## src/rtl/network_pkt_read_arbiter.sv

```systemverilog
// Shares the packet-buffer RAM read port between two transmit ports: round-robin arbitration plus
// tag tracking through the fixed RAM latency. Define NETWORK_PKT_READ_P0_PRI_EN for strict port0 priority.
module network_pkt_read_arbiter #(
    parameter int RAM_LATENCY = 2  // legal 1..4
) (
    input  logic         i_clk,
    input  logic         i_rst_n,
    input  logic [15:0]  iv_pkt_raddr_p0,
    input  logic         i_pkt_rd_p0,
    output logic         o_pkt_raddr_ack_p0,
    output logic [133:0] ov_pkt_data_p0,
    output logic         o_pkt_data_wr_p0,
    input  logic [15:0]  iv_pkt_raddr_p1,
    input  logic         i_pkt_rd_p1,
    output logic         o_pkt_raddr_ack_p1,
    output logic [133:0] ov_pkt_data_p1,
    output logic         o_pkt_data_wr_p1,
    output logic [15:0]  ov_ram_raddr,
    output logic         o_ram_rd,
    input  logic [133:0] iv_ram_rdata
);

    localparam int STAGES = RAM_LATENCY;

    logic [1:0]      elig;
    logic            gnt_vld;
    logic            gnt_port;
    logic [1:0]      ack_q;
    logic [1:0]      wr_q;
    logic [15:0]     raddr_q;
    logic [133:0]    data_q;
    // Stage 0 is the issue cycle (drives o_ram_rd); stage STAGES lines up with returning RAM data.
    logic [STAGES:0] vld_pipe;
    logic [STAGES:0] port_pipe;

    // A port being acked this cycle still shows its old address, so it sits out one cycle.
    assign elig    = {i_pkt_rd_p1 & ~ack_q[1], i_pkt_rd_p0 & ~ack_q[0]};
    assign gnt_vld = |elig;

`ifdef NETWORK_PKT_READ_P0_PRI_EN
    assign gnt_port = ~elig[0];
`else
    logic last_grant;

    assign gnt_port = (&elig) ? ~last_grant : elig[1];

    always_ff @(posedge i_clk or negedge i_rst_n) begin
        if (!i_rst_n) begin
            last_grant <= 1'b1;
        end else if (gnt_vld) begin
            last_grant <= gnt_port;
        end
    end
`endif

    always_ff @(posedge i_clk or negedge i_rst_n) begin
        if (!i_rst_n) begin
            ack_q     <= '0;
            wr_q      <= '0;
            raddr_q   <= '0;
            data_q    <= '0;
            vld_pipe  <= '0;
            port_pipe <= '0;
        end else begin
            ack_q[0] <= gnt_vld & ~gnt_port;
            ack_q[1] <= gnt_vld & gnt_port;
            if (gnt_vld) begin
                raddr_q <= gnt_port ? iv_pkt_raddr_p1 : iv_pkt_raddr_p0;
            end
            vld_pipe  <= {vld_pipe[STAGES-1:0], gnt_vld};
            port_pipe <= {port_pipe[STAGES-1:0], gnt_port};
            wr_q[0]   <= vld_pipe[STAGES] & ~port_pipe[STAGES];
            wr_q[1]   <= vld_pipe[STAGES] & port_pipe[STAGES];
            if (vld_pipe[STAGES]) begin
                data_q <= iv_ram_rdata;
            end
        end
    end

    assign o_ram_rd           = vld_pipe[0];
    assign ov_ram_raddr       = raddr_q;
    assign o_pkt_raddr_ack_p0 = ack_q[0];
    assign o_pkt_raddr_ack_p1 = ack_q[1];
    assign o_pkt_data_wr_p0   = wr_q[0];
    assign o_pkt_data_wr_p1   = wr_q[1];
    assign ov_pkt_data_p0     = data_q;
    assign ov_pkt_data_p1     = data_q;

endmodule

```

## config.mk

```make
export PLATFORM = sky130hd
export DESIGN_NAME = network_pkt_read_arbiter
export DESIGN_NICKNAME = d
export VERILOG_FILES = /design/src/rtl/network_pkt_read_arbiter.sv
export SDC_FILE = /design/constraint.sdc
export NUM_CORES = 1
export LEC_CHECK = 0
export CAP_MARGIN = 20
export CORE_AREA = 10 10 172 174
export DETAILED_ROUTE_END_ITERATION = 6
export DIE_AREA = 0 0 182 184
export PLACE_DENSITY_LB_ADDON = 0.2
export SKIP_CTS_REPAIR_TIMING = 1
export SYNTH_ARGS = -nofsm -noshare
export SYNTH_HDL_FRONTEND = slang
export SYNTH_SLANG_ARGS = --single-unit
```

## constraint.sdc

```tcl
create_clock -name i_clk -period 1.7 [get_ports i_clk]
set_input_delay 0.51 -clock i_clk [delete_from_list [all_inputs] [get_ports i_clk]]
set_output_delay 0.51 -clock i_clk [all_outputs]
set_load 0.01 [all_outputs]
```

==> flow_summary_export.csv <==
group,metric,value,unit
die,die_area,0.0335,mm2
pwr,p_per_area,1040,mW/mm2
synthesis,synth_area_per_cell,14.3,um2
detailed_routing,routedWlPerCell,21.5,um
pwr,leakagePower,0.00746,uW
detailed_routing,drtIter0Drc,149,
critical_path,start_kind,"flop",
finish,design_area,0.0125,mm2
finish,syn2layout_area_growth,77.4,%
worst_hold_path,hold_path_class,"input pin to asynchronous set/reset pin",
clock_network,clk_pin_slew_worst_paths,0.07,ns
die,num_rows,59,
finish,nNetsFinal,1010,
place,post_dp_cell_area,0.0112,mm2
die,fp.dieH,184,um
critical_path,required,1.19,ns
clock_network,cts_tree,"built",
synthesis,yosysMostFrequentCell,"dfrtp_1",
run,maxCapViolations,0,
sta,setup_viol,0,
synthesis,async_flop_share,100,%
clock_network,cts_buffers,17,
synthesis,synthFlopType,"dfrtp_1",
place,gp_congestion,0.763,
synthesis,synth_cells,493,
synthesis,synth_top_cells_by_count,"dfrtp_1 (160), buf_4 (140), mux2_2 (134)",
detailed_routing,final_antenna_net_count,0,
sta,max_clock_freq,608,MHz
clock_network,cts_max_level,4,
synthesis,synth_warnings,0,
die,start_util,27.3,%
finish,post-route-util,48.4,%
global_route,grtUsageTotal,14.3,%
die,coreArea,0.0259,mm2
finish,drive_above_1_share,24.0,%
clock_network,cts_root_buf,"clkbuf_16",
sta,finalHoldViolations,0,
global_route,antenna_found_initial,0,
sta,fin_setup_tns,0,ns
detailed_routing,dr.pass1.iters,4,
finish,antennaDiodeCount,0,
finish,fillers,2320,
detailed_routing,via_per_inst,4.19,
finish,stdcell_count,1188,
global_route,grt_pass1_vias,5536,
sta,slew_headroom,50.5,%
detailed_routing,drc,0,
die,die_w,182,um
synthesis,synth_edf_count,0,
global_route,grt_first_pass_wirelength,36700,um
clock_network,cts_buffer_depth,2,
pwr,vdd_drop_max,0.532,mV
synthesis,ys_types,20,
synthesis,netlist.area_leader.share,56.7,%
synthesis,netlist_area,0.00706,mm2
place,io_buffers,458,
sta,fin_skew,0.0139,ns
global_route,grt_max_degree,54,
sta,period_minus_slack,1.65,ns
critical_path,critPathKind,"flop to primary output",
global_route,globalRoute.totalOverflow,0,
detailed_routing,routed-via-count,4976,
run_status,outcome,"finished, final reports clean",
critical_path,critPathCaptureType,"primary output",
synthesis,synth.top_cells.by_area,"dfrtp_1 (57%), mux2_2 (21%), buf_4 (15%)",
critical_path,critical_path.max_fanout,3,
detailed_routing,drt-total-wl,25600,um
clock_network,clock_sinks,161,
synthesis,ys_ff_latch,161,
synthesis,syn_nets,663,
synthesis,yosysTopAreaCell,"dfrtp_1",
critical_path,cp.arrival,1.14,ns
place,dp.cells,1153,
die,num_io_pins,459,
synthesis,ys_seq_area_share,57.1,%
place,hpwl,20400,um
sta,worstMarginPinSlew,0.742,ns
sta,slew_viol_final,0,
sta,period_share,96.8,%
clock_network,insertion_delay,0.42,ns
cell usage in the layout, fill, tap and decap left out, types with 2 or more instances in the layout:
master	count
clkinvlp_4	3
dlymetal6s2s_1	289
clkbuf_1	2
inv_6	3
nor3b_1	16
a221o_2	7
clkinv_4	2
dfrtp_1	159
inv_8	2
buf_12	8
buf_4	18
clkbuf_16	17
mux2_2	134
clkdlybuf4s50_1	168
a221o_1	9
bufinv_16	2
state kept, by name, summed over array words and instances (netlist names):
name,flops
ov_pkt_data_p0,134
ov_ram_raddr,16
port_pipe,3
vld_pipe,3
ack_q,2
wr_q,2
last_grant,1
where the power goes:
| part | total, uW | internal, uW | switching (uW) |
|---|---|---|---|
| Sequential | 4910 | 4450 | 459 |
| Combinational | 4200 | 2550 | 1650 |
| Clock | 3880 | 2250 | 1640 |
worst max-delay path, stage by stage (launching register included):
cell            delay [ns]
dfrtp_1               0.41
buf_4                 0.15
dlymetal6s2s_1        0.16
cell type report:
type | instances | area [um2] | share of cell area [%]
repair buffers | 484 | 5600 | 44.7
flip-flops and latches | 161 | 4030 | 32.2
multi-input cells | 176 | 1880 | 15.0
clock buffers | 20 | 447 | 3.56
well taps | 335 | 419 | 3.34
clock inverters | 12 | 149 | 1.19
kinds of logic after synthesis:
| kind of cell | Yosys count | synth area share [%] |
|---|---|---|
| buffers and inverters | 156 | 16.3 |
| muxes | 135 | 21.5 |
| DFF | 161 | 57.1 |
| AOI/OAI and AO/OA | 19 | 2.69 |
| and+or+nand+nor | 22 | 2.41 |
metrics by stage:
| step | power, uW | setup WS [ns] | hold slack, ns |
|---|---|---|---|
| 5_1_grt | 13700 | -0.0118 | 0.0138 |
| 3_5_place_dp | 9560 | -0.342 | 0.335 |
| 3_3_place_gp | 9540 | -0.339 | 0.333 |
| 6_report | 13000 | 0.0547 | 0.0209 |
| 2_1_floorplan | 7060 | 0.255 | 0.214 |
| 4_1_cts | 13500 | -0.266 | 0.0184 |
per-layer routing:
metal | share of wire, % | global-route usage (%) | vias to the layer above
met3 | 8.7 | 6.40 | 8
li1 | - | - | 2262
met5 | 0 | 0 | -
met2 | 53 | 25.4 | 239
met4 | 0.65 | 3.22 | 0
met1 | 38 | 15.3 | 2467
path summary, 6_finish.rpt:
path                                                 from                             end  slack (ns)  depth (start not counted)
max in group asynchronous                         i_rst_n  ov_pkt_data_p0[68]$_DFFE_PN0P_        1.12                          2
max                        ov_pkt_data_p0[10]$_DFFE_PN0P_              ov_pkt_data_p1[10]        0.05                          2
max reg2reg                            ack_q[1]$_DFF_PN0_     ov_ram_raddr[4]$_DFFE_PN0N_        0.24                          3
min                                               i_rst_n  ov_pkt_data_p0[27]$_DFFE_PN0P_        0.02                          1
min reg2reg                        port_pipe[1]$_DFF_PN0_          port_pipe[2]$_DFF_PN0_        0.35                          0
min in group i_clk                 port_pipe[1]$_DFF_PN0_          port_pipe[2]$_DFF_PN0_        0.35                          0
(Power assumes the default switching activity.)
